<file path="config.mk">
export PLATFORM = sky130hd
export DESIGN_NAME = booth_mult_unit
export DESIGN_NICKNAME = d
export VERILOG_FILES = /design/src/rtl/mips_pkg.sv /design/src/rtl/booth_step.sv /design/src/rtl/booth_mult_unit.sv
export SDC_FILE = /design/constraint.sdc
export NUM_CORES = 1
export LEC_CHECK = 0
export ABC_AREA = 1
export BUFFER_PORTS_ARGS = -buffer_cell sky130_fd_sc_hd__buf_4
export CORE_ASPECT_RATIO = 0.9
export CORE_MARGIN = 10
export CORE_UTILIZATION = 45
export DETAILED_ROUTE_END_ITERATION = 7
export PLACE_DENSITY = 0.65
export SLEW_MARGIN = 10
export SYNTH_ARGS = -nofsm -noshare
export SYNTH_HDL_FRONTEND = slang
export SYNTH_SLANG_ARGS = --single-unit
export TNS_END_PERCENT = 10
</file>
<file path="constraint.sdc">
create_clock -name clk -period 3.2 [get_ports clk]
set_clock_uncertainty 0.1 [all_clocks]
set_input_delay 0.8 -clock clk [delete_from_list [all_inputs] [get_ports clk]]
set_output_delay 0.8 -clock clk [all_outputs]
set_load 0.01 [all_outputs]
</file>
<file path="src/rtl/mips_pkg.sv">
// Shared MIPS core definitions: datapath width and multiplier FSM encoding.
package mips_pkg;

    localparam int WIDTH = 32;

    localparam logic [1:0] ST_IDLE = 2'd0;
    localparam logic [1:0] ST_RUN  = 2'd1;
    localparam logic [1:0] ST_DONE = 2'd2;

endpackage

</file>
<file path="src/rtl/booth_step.sv">
// One radix-2 Booth iteration: conditional add/subtract of Mx into A, then an
// arithmetic right shift of the combined {A, Q, q_m1} register.
module booth_step #(
    parameter int WIDTH = mips_pkg::WIDTH
) (
    input  logic [WIDTH:0]   i_a,
    input  logic [WIDTH:0]   i_mx,
    input  logic [WIDTH-1:0] i_q,
    input  logic             i_q_m1,
    output logic [WIDTH:0]   o_a,
    output logic [WIDTH-1:0] o_q,
    output logic             o_q_m1
);

    logic [WIDTH:0] w_sum;

    // Booth recoding of {Q[0], q_m1}, then the shift with A's MSB replicated
    always_comb begin
        w_sum = i_a;
        case ({i_q[0], i_q_m1})
            2'b01:   w_sum = i_a + i_mx;
            2'b10:   w_sum = i_a - i_mx;
            default: w_sum = i_a;
        endcase
        o_a    = {w_sum[WIDTH], w_sum[WIDTH:1]};
        o_q    = {w_sum[0], i_q[WIDTH-1:1]};
        o_q_m1 = i_q[0];
    end

endmodule

</file>
<file path="src/rtl/booth_mult_unit.sv">
// Sequential radix-2 Booth multiplier for the EX stage: one step per clock,
// signed WIDTH x WIDTH -> 2*WIDTH product held until the next completion.
module booth_mult_unit
    import mips_pkg::*;
#(
    parameter int WIDTH = mips_pkg::WIDTH
) (
    input  logic             clk,
    input  logic             rst,
    input  logic             start,
    input  logic [WIDTH-1:0] multiplicand,
    input  logic [WIDTH-1:0] multiplier,
    output logic             busy,
    output logic             done,
    output logic [WIDTH-1:0] product_hi,
    output logic [WIDTH-1:0] product_lo
);

    localparam int CW = $clog2(WIDTH);
    localparam logic [CW-1:0] CNT_LAST = CW'(WIDTH - 1);

    logic [1:0]       r_state;
    logic [CW-1:0]    r_cnt;
    logic [WIDTH:0]   r_a;
    logic [WIDTH:0]   r_mx;
    logic [WIDTH-1:0] r_q;
    logic             r_q_m1;
    logic             r_busy;
    logic             r_done;
    logic [WIDTH-1:0] r_prod_hi;
    logic [WIDTH-1:0] r_prod_lo;

    logic [WIDTH:0]   w_a_nxt;
    logic [WIDTH-1:0] w_q_nxt;
    logic             w_q_m1_nxt;
    logic             w_accept;

    booth_step #(.WIDTH(WIDTH)) u_step (
        .i_a    (r_a),
        .i_mx   (r_mx),
        .i_q    (r_q),
        .i_q_m1 (r_q_m1),
        .o_a    (w_a_nxt),
        .o_q    (w_q_nxt),
        .o_q_m1 (w_q_m1_nxt)
    );

    // A new request is taken only when the unit is not mid-operation
    always_comb begin
        if ((r_state == ST_IDLE) || (r_state == ST_DONE)) begin
            w_accept = start;
        end else begin
            w_accept = 1'b0;
        end
    end

    // FSM, step counter, Booth working registers and registered outputs
    always_ff @(posedge clk) begin
        if (rst) begin
            r_state   <= ST_IDLE;
            r_cnt     <= '0;
            r_a       <= '0;
            r_mx      <= '0;
            r_q       <= '0;
            r_q_m1    <= 1'b0;
            r_busy    <= 1'b0;
            r_done    <= 1'b0;
            r_prod_hi <= '0;
            r_prod_lo <= '0;
        end else begin
            case (r_state)
                ST_IDLE, ST_DONE: begin
                    if (w_accept) begin
                        r_a     <= '0;
                        r_mx    <= {multiplicand[WIDTH-1], multiplicand};
                        r_q     <= multiplier;
                        r_q_m1  <= 1'b0;
                        r_cnt   <= '0;
                        r_state <= ST_RUN;
                        r_busy  <= 1'b1;
                        r_done  <= 1'b0;
                    end else begin
                        r_state <= ST_IDLE;
                        r_busy  <= 1'b0;
                        r_done  <= 1'b0;
                    end
                end
                ST_RUN: begin
                    r_a    <= w_a_nxt;
                    r_q    <= w_q_nxt;
                    r_q_m1 <= w_q_m1_nxt;
                    r_cnt  <= r_cnt + CW'(1);
                    // Final step: publish the post-shift product on this same edge
                    if (r_cnt == CNT_LAST) begin
                        r_prod_hi <= w_a_nxt[WIDTH-1:0];
                        r_prod_lo <= w_q_nxt;
                        r_state   <= ST_DONE;
                        r_busy    <= 1'b0;
                        r_done    <= 1'b1;
                    end else begin
                        r_state <= ST_RUN;
                        r_busy  <= 1'b1;
                        r_done  <= 1'b0;
                    end
                end
                default: begin
                    r_state <= ST_IDLE;
                    r_busy  <= 1'b0;
                    r_done  <= 1'b0;
                end
            endcase
        end
    end

    assign busy       = r_busy;
    assign done       = r_done;
    assign product_hi = r_prod_hi;
    assign product_lo = r_prod_lo;

endmodule

</file>
Word level (Yosys, flattened, before mapping)
Index checks and enable logic that the tools add are counted.

word-level totals
  register bits = 171
  logic and storage cells = 45

cells by class
  add/sub/neg operators = 3
  equality and inequality tests = 6
  muxes and demuxes = 17
  bitwise logic cells = 1
  reductions and logical operators = 8

operators by type and width
  cell                 number
  $pmux 33 s2          2
  $pmux 32 s2          1
  $add 33x33->33       1
  $mux 33              1
  $sub 33x33->33       1
  $mux 32              1
  $pmux 5 s2           1
  $mux 1               6
  $reduce_and 2->1     3
  $add 5x1->5 const B  1
  $eq 5x5->1 const B   1
  $mux 5               1
  $eq 2x1->1 const B   2
  $eq 2x2->1 const B   2
  $pmux 1 s2           2
  $pmux 2 s2           1
  $reduce_or 2->1      2
  $logic_not 2->1      1
  $mux 2               1
  $ne 2x2->1 const B   1
  $reduce_bool 2->1    1
  $logic_or 1x1->1     1
  $not 1->1            1

Longest topological paths before layout
Gate-level depths: netlist (run 1).

  depth in word-level cells = 5
  mapped depth = 26
  mapped depth without buffers = 26

Modules after synthesis
Synthesis (run 1) repeated with hierarchy kept, for this count alone.

unflattened totals
  cells, all modules = 1677
  area, all modules = 10552.6 um^2

by module, submodules not included
  module           instances  cells an instance  area an instance (um^2)
  booth_mult_unit  1          865                6566.3
  booth_step       1          812                3986.3

Worst setup path after synthesis (run 1)
Ideal clock, no wire load.

  path type = register to register
  start point = reg r_q_m1
  end point = reg r_prod_hi[21] (netlist: product_hi[21])
  library setup time = 0.109 ns
  arrival = 2.744 ns
  slack = 0.247 ns
  cell stages (with the launch flop) = 24
  path buffers = 2
  cell sequence = dfxtp_1 > inv_1 > ha_1 > buf_2 > inv_1 > buf_1 > nand2_1 > xnor2_1 > inv_1 > ha_1 > or2_0 > and2_4 > nand2_4 > nand2_4 > nand3_2 > nand2_2 > nand2_1 > nand2_1 > nand2_1 > nand3_1 > nand2_1 > nand2_1 > nand2_1 > inv_1

between the ends
  word-level cells in the longest chain between the ends = 2
  elaborated cells between the ends (all ways) = 3

ends and longest elaborated chain
  item                                             line                   RTL
  from (decl)                                      booth_mult_unit.sv:27  logic r_q_m1;
  from (signal assigned)                           booth_mult_unit.sv:91  r_q_m1 <= w_q_m1_nxt;
  $eq 2x2->1 / $eq 2x1->1 (equally long branches)  booth_step.sv:20       case ({i_q[0], i_q_m1})
  $pmux 33 s2 *                                    booth_step.sv:20
  to (signal assigned)                             booth_mult_unit.sv:95  r_prod_hi <= w_a_nxt[WIDTH-1:0];
  to (decl)                                        booth_mult_unit.sv:30  logic [WIDTH-1:0] r_prod_hi;

Every way passes the cells marked *; elsewhere a longest branch is shown, timed or not.
A chain may end at the register's enable or synchronous reset.

Worst setup path in the final report (run 1)
  start point = reg r_mx[4]
  end point = reg r_prod_hi[27] (netlist: product_hi[27])

between the ends
  word-level cells in the longest chain between the ends = 2
  elaborated cells between the ends (all ways) = 3

ends and longest elaborated chain
  item                                                     line                                RTL
  from (decl)                                              booth_mult_unit.sv:25               logic [WIDTH:0] r_mx;
  from (signal assigned)                                   booth_mult_unit.sv:75               r_mx <= {multiplicand[WIDTH-1], multiplicand};
  $sub 33x33->33 / $add 33x33->33 (equally long branches)  booth_step.sv:22, booth_step.sv:21
  $pmux 33 s2 *                                            booth_step.sv:20

Marked as above.

==> impl_results.md, run 1 <==
- TNS Setup: -335 ps
- Cells after Synth: 1419
- Sequential share of the synthesized area: 35.6%
- Post-DR wirelength/cell: 16.8 um
- Post-synth top flop: dfxtp_1
- DRC: 0
- # diodes: 0
- Worst Setup Path Type: flip-flop to flip-flop
- Setup ws final: -77.4 ps
- Initial Utilization: 45.8%
- Routability cong.: 0.960
- Share of the synthesized area in the top cell type: 35.6%
- Worst Path Required: 3490 ps
- 1st-pass router iterations: 5
- Hold Path Stages: 2
- Largest net degree at the start of global routing: 71
- First-pass GRT wire length: 49.1 mm
- Sequential share of power: 38.1%
- Int Power: 0.00388 W
- Worst setup path start: r_mx[4]
- Pins Over Slew Limit: 0
- CTS Buffer Depth: 2
- Leading area contributor after synthesis: dfxtp_1
- Period utilisation layout: 102%
- Syn Nets: 1523
- Total power: 0.00595 W
- Top cells by count, synth: 316 x nand2_1, 184 x nor2_1, 169 x dfxtp_1
- Core footprint: 0.0208 mm2
- Min-Delay Path Class: flip-flop to flip-flop
- Via density per instance: 5.26
- DP Cell Count: 1845
- Final hold violation count: 0
- DRT iter0 DRCs: 856
- Crit path max fanout: 4
- Io pins: 133
- Slew Limit Headroom: 44.0%
- Post-DP HPWL: 22.8 mm
- Maxcap violations: 0
- CTS tree: done
- Minimum clock period: 3280 ps
- CTS Hold Buffers Added: 0
- Worst reg2reg endpoint: product_hi[27]
- GRT Overall Usage: 22.0%
- FF+latch count, synth: 169
- Post-Syn Area: 0.00951 mm2
- Vias post-DR: 10001
- Synth async-reset ratio: 0%
- Total grt overflow: 0
- Most frequent cell after synthesis: nand2_1
- Antenna Nets Post-Route: 0
- Count of flip-flops with a built-in enable after synthesis: 0
- Ys Warns: 0
- Clk pwr share: 35.7%
- Failing checks: negative setup slack
- Layout cells sized above 1: 29.5%
- Synthesized area per cell: 6.70 um2
- Initial antenna violation count: 0
- Fill cells: 1967
- Switching pwr: 0.00207 W
- Buffers on Ports: 132
- Total Nets Final: 1706
- CTS clock-pin slew for the worst setup and hold paths: 80 ps
- P&R area growth vs syn: 34.3%
- CTS Root Cell: clkbuf_16
- Worst r2r src: r_mx[4]
- Status: finished with violations
- Die W: 173 um
- Reg-to-reg slack, setup: -80 ps
- CTS Buf Count: 17
- DIE AREA: 0.0273 mm2
- Die Y: 158 um
- RSZ-0062 raised after global routing: true
- PD cells: 466 mW/mm2
- Leak pwr: 5.77 nW
- Detailed Route WL: 31.9 mm
- Worst vdd ir: 0.353 mV
- Clock Sinks: 169
- Area contributors post-synth: dfxtp_1 36%, nand2_1 12%, nor2_1 7.3%
- Yosys cell types: 45
- Worst skew pair latency: 440 ps
- Worst slew pin tran: 840 ps
- Setup crit start kind: flip-flop
- Arrival time worst endpoint: 3560 ps
- Setup crit end kind: flip-flop
- Final setup fails: 10
- Dpl ws: -226 ps
- Cell count of the worst reg-to-reg path: 23
- Max Fclk: 305 MHz
- Final std cells w/o fill: 1901
- FP Rows: 50
- Combinational power share: 26.2%
- Sw Ratio: 34.8%
- CTS H-tree lvls: 4
- CP Capture Point: product_hi[27]
- Vias in the first global route: 9419
[cells by family after synthesis]
family | synth area share (%)
buf+inv | 8.90
fa+ha+maj | 4.95
compound gates | 16.6
xor+xnor | 3.13
flops | 35.6
simple gates | 30.8
[how the worst min path moves through the flow]
stage | startpoint | end | slack, ps
4_1_cts | r_q[22] | product_lo[21] | 360
3_3_place_gp | r_q_m1 | r_q_m1 | 350
6_report | r_q[22] | product_lo[21] | 360
2_1_floorplan | r_cnt[3] | r_cnt[3] | 340
3_5_place_dp | r_q_m1 | r_q_m1 | 360
5_1_grt | r_q[27] | product_lo[26] | 390
[layer usage]
| metal | global-route usage [%] | up-vias | wire length, um |
|---|---|---|---|
| li1 | - | 5001 | - |
| met1 | 30.7 | 4655 | 15300 |
| met2 | 34.1 | 315 | 14200 |
| met3 | 5.48 | 30 | 2110 |
| met4 | 3.57 | 0 | 290 |
| met5 | 0 | - | 0 |
[power by group through the flow]
| stage | Clock [W] | Combinational (W) | Sequential, W |
|---|---|---|---|
| floorplan | 0 | 0.000826 | 0.00228 |
| global placement | 0 | 0.00127 | 0.00230 |
| detailed placement | 0 | 0.00128 | 0.00231 |
| CTS | 0.00215 | 0.00137 | 0.00226 |
| global route | 0.00223 | 0.00170 | 0.00228 |
| finish | 0.00213 | 0.00156 | 0.00227 |
[registers in the layout, indices dropped and copies added, names as in the netlist]
name        cells
r_q            32
product_lo     32
r_cnt           5
r_a            32
product_hi     32
done            1
r_mx           32
r_state         2
r_q_m1          1
[worst max-delay path, cell delays in order, from the launching register on]
cell and delay (ps):
dfxtp_2 370, nor2_2 160, nand2_1 110, nor2_4 130, nand2_2 70, nor2_2 100, nand4_1 160, nor2_2 180
a31oi_2 110, xor2_1 210, inv_2 90, ha_4 310, nand2_4 70, nor2_4 140, buf_6 120, nand2_4 50
nor3_2 180, nand2_1 110, nand2_1 70, nand2_1 60, nand3_2 70, nand2_1 60, a21o_1 150, inv_1 40
[placed cells by master, fill, tap and decap left out, types with 11 or more instances in the layout]
master / instances
nor2_1: 144
clkbuf_16: 17
nand2_1: 281
ha_4: 16
inv_2: 17
a21oi_2: 25
a221oi_1: 25
inv_1: 137
nand2_2: 37
xnor2_1: 11
buf_4: 223
o21ai_0: 95
xor2_1: 20
nand3_2: 12
nor2_4: 13
ha_1: 16
nor2_2: 33
or2_2: 14
o21ai_1: 18
dfxtp_1: 160
a21oi_1: 55
nand3_1: 107
[per-stage QoR]
stage,utilization (%),hold WS (ps),cell area [um2]
floorplan,-,337,9510
finish,61.5,363,12800
CTS,58.4,362,12100
detailed placement,53.8,358,11200
global route,61.5,388,12800
global placement,53.8,350,11200
[what timing repair did]
item                       4_1_cts  5_1_grt
setup buffers                    8       16
setup endpoints to repair       31       73
gates resized for setup         76      143
pin swaps                       31       67
[layout make-up]
class                           count  area (um2)  area share, %
Clock buffer                       17         425           3.33
Clock inverter                     15         186           1.46
Inverter                          157         594           4.65
Multi-Input combinational cell   1028        6040           47.3
Sequential cell                   169        3410           26.7
Tap cell                          286         358           2.80
Timing Repair Buffer              229        1760           13.8
Power figures use the tool's default switching activity.
==> run 2: changes to the inputs <==
--- a/config.mk
+++ b/config.mk
@@ -7,11 +7,14 @@
 export LEC_CHECK = 0
 export ABC_AREA = 1
 export BUFFER_PORTS_ARGS = -buffer_cell sky130_fd_sc_hd__buf_4
+export CELL_PAD_IN_SITES_DETAIL_PLACEMENT = 0
+export CELL_PAD_IN_SITES_GLOBAL_PLACEMENT = 1
 export CORE_ASPECT_RATIO = 0.9
 export CORE_MARGIN = 10
-export CORE_UTILIZATION = 45
+export CORE_UTILIZATION = 41
 export DETAILED_ROUTE_END_ITERATION = 7
-export PLACE_DENSITY = 0.65
+export GPL_TIMING_DRIVEN = 0
+export PLACE_DENSITY_LB_ADDON = 0.05
 export SLEW_MARGIN = 10
 export SYNTH_ARGS = -nofsm -noshare
 export SYNTH_HDL_FRONTEND = slang
==> run 2 against run 1 <==
  * Critical endpoint is now product_hi[16]
  * Maximum frequency decreased by 2.9%
  * The run still ends with negative setup slack left
  * Largest cell class unchanged
  * Routed wire length increased by 6.6%
  * Largest power group unchanged
  * Clock power about the same
  * Setup slack got worse by 97 ps
==> impl_results.md, run 2 (synthesis gave the netlist of run 1 again) <==
- Most common cell after layout, fill and taps aside: nand2_1
- Final hold violation count: 0 (unchanged)
- Detailed Route WL: 34.0 mm (+6.6%)
- Failing checks: negative setup slack
- CTS Root Cell: clkbuf_16
- Vias in the first global route: 9596 (+1.9%)
- Crit path max fanout: 5 (+1)
- CTS Buf Count: 17 (unchanged)
- Setup crit start kind: flip-flop
- Final std cells w/o fill: 1901 (unchanged)
- Routability cong.: 0.949 (-1.2%)
- Most frequent cells in the layout: 287 x nand2_1, 165 x nor2_1, 161 x dfxtp_1, 153 x buf_4, 140 x inv_1
- Pins Over Slew Limit: 0 (unchanged)
- Worst skew pair latency: 430 ps (about the same)
- Via density per instance: 5.20 (-1.1%)
- GRT Overall Usage: 22.2% (+0.24 points)
- Finished Cell Area: 0.0125 mm2 (-2.0%)
- Die W: 181 um (+4.2%)
- DRC: 0 (unchanged)
- Busiest layer in global routing: met2
- Setup ws final: -175 ps (-97.1 ps)
- Io pins: 133 (unchanged)
- Area of the multi-input gates: 0.00612 mm2 (+1.3%)
- Total grt overflow: 0 (unchanged)
- Arrival time worst endpoint: 3570 ps (about the same)
- Post-DP HPWL: 26.5 mm (+17%)
- Worst vdd ir: 0.264 mV (-25%)
- DRT iter0 DRCs: 760 (-11%)
- Fill cells: 2336 (+19%)
- Met2 Resource Use GR: 34.6% (+0.43 points)
- Minimum clock period: 3370 ps (+97.1 ps)
- Initial antenna violation count: 0 (unchanged)
- Buffers on Ports: 131 (-0.76%)
- Reg-to-reg slack, setup: -170 ps (-100 ps)
- Setup crit end kind: flip-flop
- Max Fclk: 296 MHz (-2.9%)
- P&R area growth vs syn: 31.6%
- RSZ-0062 raised after global routing: true
- Layout cells sized above 1: 24.8% (-4.7 points)
- Clock Sinks: 169 (unchanged)
- FP Rows: 52 (+4.0%)
- Worst Setup Path Type: flip-flop to flip-flop
- # diodes: 0 (unchanged)
- 1st-pass router iterations: 5 (unchanged)
- Min Hold Slack: 369 ps (+6.06 ps)
- Leak pwr: 5.51 nW (-4.6%)
- TNS Setup: -1350 ps (-1010 ps)
- Maxcap violations: 0 (unchanged)
- Vias post-DR: 9887 (-1.1%)
- Worst Path Required: 3400 ps (-90 ps)
- GR Util met1: 31.7% (+1.0 points)
- Status: finished with violations
- Worst Hold End: r_cnt[4]
- Cell count of the worst reg-to-reg path: 18 (-22%)
- Final setup fails: 19 (+9)
- DP Cell Count: 1847 (+0.11%)
- Placed Area: 0.0109 mm2 (-2.9%)
- Register area: 0.00340 mm2 (-0.26%)
- Worst r2r src: r_mx[8]
- Met3 track demand over resource: 4.22% (-1.3 points)
- Worst reg2reg endpoint: product_hi[16]
- DIE AREA: 0.0297 mm2 (+8.6%)
- Hold_sp: r_cnt[4]
- CTS H-tree lvls: 4 (unchanged)
- First-pass GRT wire length: 52.9 mm (+7.6%)
- Total Nets Final: 1695 (-0.64%)
- Die Y: 164 um (+4.2%)
- Post-DR wirelength/cell: 17.9 um (+6.6%)
- CTS Buffer Depth: 2 (unchanged)
- Worst slew pin tran: 838 ps (-1.68 ps)
- Antenna Nets Post-Route: 0 (unchanged)
- CTS clock-pin slew for the worst setup and hold paths: 70 ps (about the same)
- Hold Path Stages: 2 (unchanged)
- Slew Limit Headroom: 44.1% (+0.11 points)
- PD cells: 476 mW/mm2 (+2.1%)
- Period utilisation layout: 105% (+3.0 points)
- Min-Delay Path Class: flip-flop to flip-flop
- CTS tree: done
- Initial Utilization: 42.0% (-3.8 points)
- Largest net degree at the start of global routing: 19 (-73%)
- Core footprint: 0.0226 mm2 (+9.0%)
[run 2: changes by cell type in the layout (fill, tap and decap cells not counted), sizes merged]
cell      change
buf          -54
bufinv        +1
clkbuf       +43
clkinv        -2
clkinvlp      +1
[run 2: layout make-up]
type	count	share of cell area [%]
multi-input cells	1028	48.9
well taps	297	2.97
flip-flops and latches	169	27.2
clock inverters	15	1.39
clock buffers	17	3.40
plain buffers	65	2.24
inverters	157	4.77
repair buffers	153	9.18
[run 2: worst max-delay path, stage by stage, from the launching register on]
cell and delay, ps:
dfxtp_4 370, nor2_4 110, nand2_2 70, nor4_4 240, nand2_1 120, nor3_2 200
buf_4 130, nor2_1 40, xor2_1 170, inv_1 110, ha_4 340, nand2_1 160
nor2_2 180, and2_4 180, nand4_1 130, nand4_1 130, nand3_1 190, o21ai_2 170
o21ai_0 90
[run 2: power by group]
group / internal [W] / switching [W]
registers: 0.00218 / 0.0000876
logic: 0.000575 / 0.000964
clock network: 0.00112 / 0.00103
[run 2: timing repair]
| item | CTS | global route |
|---|---|---|
| setup endpoints to repair | 58 | 46 |
| pin swaps | 31 | 29 |
| setup buffers | 15 | 7 |
| resized for setup | 151 | 65 |
| hold endpoints to repair | 0 | 0 |
| hold buffers | 0 | 0 |
[run 2: worst max-delay path by stage]
stage | start | endpoint | slack [ps] | cells after the start
4_1_cts | r_mx[1] | product_hi[29] | -30 | 23
3_3_place_gp | r_q_m1 | product_hi[29] | -650 | 21
3_5_place_dp | r_q_m1 | product_hi[29] | -630 | 20
2_1_floorplan | r_q_m1 | product_hi[21] | 250 | 23
5_1_grt | r_mx[8] | product_hi[18] | -390 | 20
6_report | r_mx[8] | product_hi[16] | -170 | 18
[run 2: metal layers]
layer / wire length [um] / part of all wire, % / up-vias
met3: 2050 / 6.0 / 17
li1: - / - / 4990
met1: 16900 / 50 / 4631
met5: 0 / 0 / -
met4: 267 / 0.79 / 0
met2: 14800 / 44 / 249
[run 2: metrics by stage]
stage	setup slack, ps	utilization [%]	total power [W]
2_1_floorplan	247	-	0.00311
3_3_place_gp	-648	48.0	0.00352
3_5_place_dp	-633	48.0	0.00353
4_1_cts	-32.0	54.1	0.00589
5_1_grt	-390	55.3	0.00623
6_report	-175	55.3	0.00596
==> run 3: changes to the inputs <==
--- a/config.mk
+++ b/config.mk
@@ -19,4 +19,3 @@
 export SYNTH_ARGS = -nofsm -noshare
 export SYNTH_HDL_FRONTEND = slang
 export SYNTH_SLANG_ARGS = --single-unit
-export TNS_END_PERCENT = 10
==> run 3 against run 2 <==
  * The run still ends with negative setup slack left
  * Worst hold slack better by 3.5 ps
  * Critical path type unchanged
  * Via count up 1.3%
  * Flip-flop and latch count unchanged
  * Non-clock buffer count up 17
  * Sequential share of layout area down 1.1 points
  * Sequential power about the same
==> impl_results.md, run 3 (synthesis gave the netlist of run 1 again) <==
- Status: finished with violations
- Failing checks: negative setup slack
- CTS H-tree lvls: 4 (unchanged)
- WL met3: 1.95 mm (-4.7%)
- Setup crit end kind: flip-flop
- Placed Area: 0.0109 mm2 (unchanged)
- Min-Delay Path Class: flip-flop to flip-flop
- Layout cells sized above 1: 29.7% (+4.9 points)
- Clk pwr share: 35.3% (-0.8 points)
- Combinational power share: 27.6% (+1.8 points)
- P&R area growth vs syn: 37.1%
- Die Y: 164 um (unchanged)
- Clock Sinks: 169 (unchanged)
- Setup ws final: -125 ps (+49.1 ps)
- Post-DP HPWL: 26.5 mm (unchanged)
- CTS Root Cell: clkbuf_16
- Vias post-DR: 10018 (+1.3%)
- CTS tree: done
- Met2 Wirelength: 15.4 mm (+4.2%)
- Initial antenna violation count: 0 (unchanged)
- Most frequent cells in the layout: 265 x nand2_1, 167 x buf_4, 161 x dfxtp_1, 156 x nor2_1, 140 x inv_1
- Slew Limit Headroom: 42.4% (-1.7 points)
- Total grt overflow: 0 (unchanged)
- Switching pwr: 0.00217 W (+4.3%)
- Largest net degree at the start of global routing: 19 (unchanged)
- Int Power: 0.00394 W (+1.6%)
- Sequential share of power: 37.2% (-0.9 points)
- Max Fclk: 301 MHz (+1.5%)
- DP Cell Count: 1847 (unchanged)
- Worst Path Required: 3400 ps (about the same)
- Vias in the first global route: 9597 (+0.010%)
- Uppermost layer routed: met4
- M1 WL: 17.2 mm (+1.9%)
- Sw Ratio: 35.5% (+0.58 points)
- Buffers on Ports: 131 (unchanged)
- DRT iter0 DRCs: 802 (+5.5%)
- Worst Setup Path Type: flip-flop to flip-flop
- CTS Buffer Depth: 2 (unchanged)
- FP Rows: 52 (unchanged)
- TNS Setup: -1460 ps (-115 ps)
- PD cells: 469 mW/mm2 (-1.5%)
- Antenna Nets Post-Route: 0 (unchanged)
- Worst slew pin tran: 864 ps (+25.4 ps)
- DRC: 0 (unchanged)
- Arrival time worst endpoint: 3530 ps (-40 ps)
- Pins Over Slew Limit: 0 (unchanged)
- GRT Overall Usage: 22.2% (unchanged)
- Leak pwr: 5.71 nW (+3.6%)
- Worst skew pair latency: 440 ps (about the same)
- Core footprint: 0.0226 mm2 (unchanged)
- Crit path max fanout: 5 (unchanged)
- Total Nets Final: 1712 (+1.0%)
- Initial Utilization: 42.0% (unchanged)
- Via density per instance: 5.22 (+0.43%)
- 1st-pass router iterations: 5 (unchanged)
- CTS clock-pin slew for the worst setup and hold paths: 70 ps (about the same)
- Minimum clock period: 3330 ps (-49.1 ps)
- Setup crit start kind: flip-flop
- Post-DR wirelength/cell: 18.2 um (+1.5%)
- Final setup fails: 25 (+6)
- First-pass GRT wire length: 52.9 mm (about the same)
- Final hold violation count: 0 (unchanged)
- Worst vdd ir: 0.265 mV (+0.34%)
- Period utilisation layout: 104% (-1.5 points)
- Detailed Route WL: 34.8 mm (+2.5%)
- Most common cell after layout, fill and taps aside: nand2_1
- CTS Buf Count: 17 (unchanged)
- Maxcap violations: 0 (unchanged)
- Io pins: 133 (unchanged)
- DIE AREA: 0.0297 mm2 (unchanged)
- RSZ-0062 raised after global routing: true
- Die W: 181 um (unchanged)
- Total power: 0.00611 W (+2.6%)
- Routability cong.: 0.949 (unchanged)
- Finished Cell Area: 0.0130 mm2 (+4.1%)
- Final std cells w/o fill: 1918 (+0.89%)
- # diodes: 0 (unchanged)
-- run 3: cell count changes in the layout (fill, tap and decap cells not counted), moves of 7 or more --
cell / change
nand3_2: +9
nand2_4: +7
nor2_4: +7
nand2_2: +15
a21oi_1: -11
buf_4: +14
nand3_1: -10
nand2_1: -22
nor2_1: -9
a21oi_2: +8
-- run 3: cell type report --
class	instances	area (um2)
buffer	65	284
fill	2252	9610
sequential	169	3400
timing repair buffer	170	1290
clock inverter	15	174
tap	297	372
clock buffer	17	425
inverter	157	599
multi-input combinational	1028	6490
-- run 3: through the flow --
stage / worst slack, ps / hold WS [ps] / utilization, %
3_5_place_dp: -633 / 359 / 48.0
2_1_floorplan: 247 / 337 / -
6_report: -125 / 373 / 57.5
4_1_cts: -32.0 / 372 / 54.1
3_3_place_gp: -648 / 354 / 48.0
5_1_grt: -384 / 392 / 57.5
-- run 3: path summary, 6_finish.rpt --
| kind | depth (start not counted) | slack (ps) | from | endpoint |
|---|---|---|---|---|
| worst max-delay path | 19 | -130 | r_mx[2] | product_hi[18] |
| worst min-delay path | 2 | 370 | r_q[25] | product_lo[24] |
| worst max register to register | 19 | -130 | r_mx[2] | product_hi[18] |
| worst min register to register | 2 | 370 | r_q[25] | product_lo[24] |
-- run 3: layer usage --
| metal | up-vias | track usage, % |
|---|---|---|
| li1 | 5012 | - |
| met1 | 4758 | 31.7 |
| met2 | 229 | 34.6 |
| met3 | 19 | 4.22 |
| met4 | 0 | 3.65 |
| met5 | - | 0 |
-- run 3: timing repair --
action	4_1_cts	5_1_grt
hold buffers	0	0
resized for setup	151	163
setup buffers	17	22
endpoints found under the setup margin	58	46
pin swaps	33	55
-- run 3: power by group through the flow --
stage	logic, W	clock network [W]	registers [W]
floorplan	0.000826	0	0.00228
global placement	0.00122	0	0.00230
detailed placement	0.00122	0	0.00231
CTS	0.00145	0.00218	0.00227
global route	0.00183	0.00226	0.00228
finish	0.00168	0.00215	0.00227
-- run 3: worst max-delay path: stages, from the launching register on --
cell	delay [ps]
dfxtp_1	330
inv_2	110
nand3_2	130
nor3_4	240
nand2_1	130
nor3_2	200
buf_4	140
nor2_2	30
xor2_1	170
inv_1	110
ha_4	340
nand2_2	120
nor2_4	150
nand2_1	100
inv_1	90
nand4_1	100
nand4_1	110
nand3_1	190
o21ai_2	190
o21ai_0	100
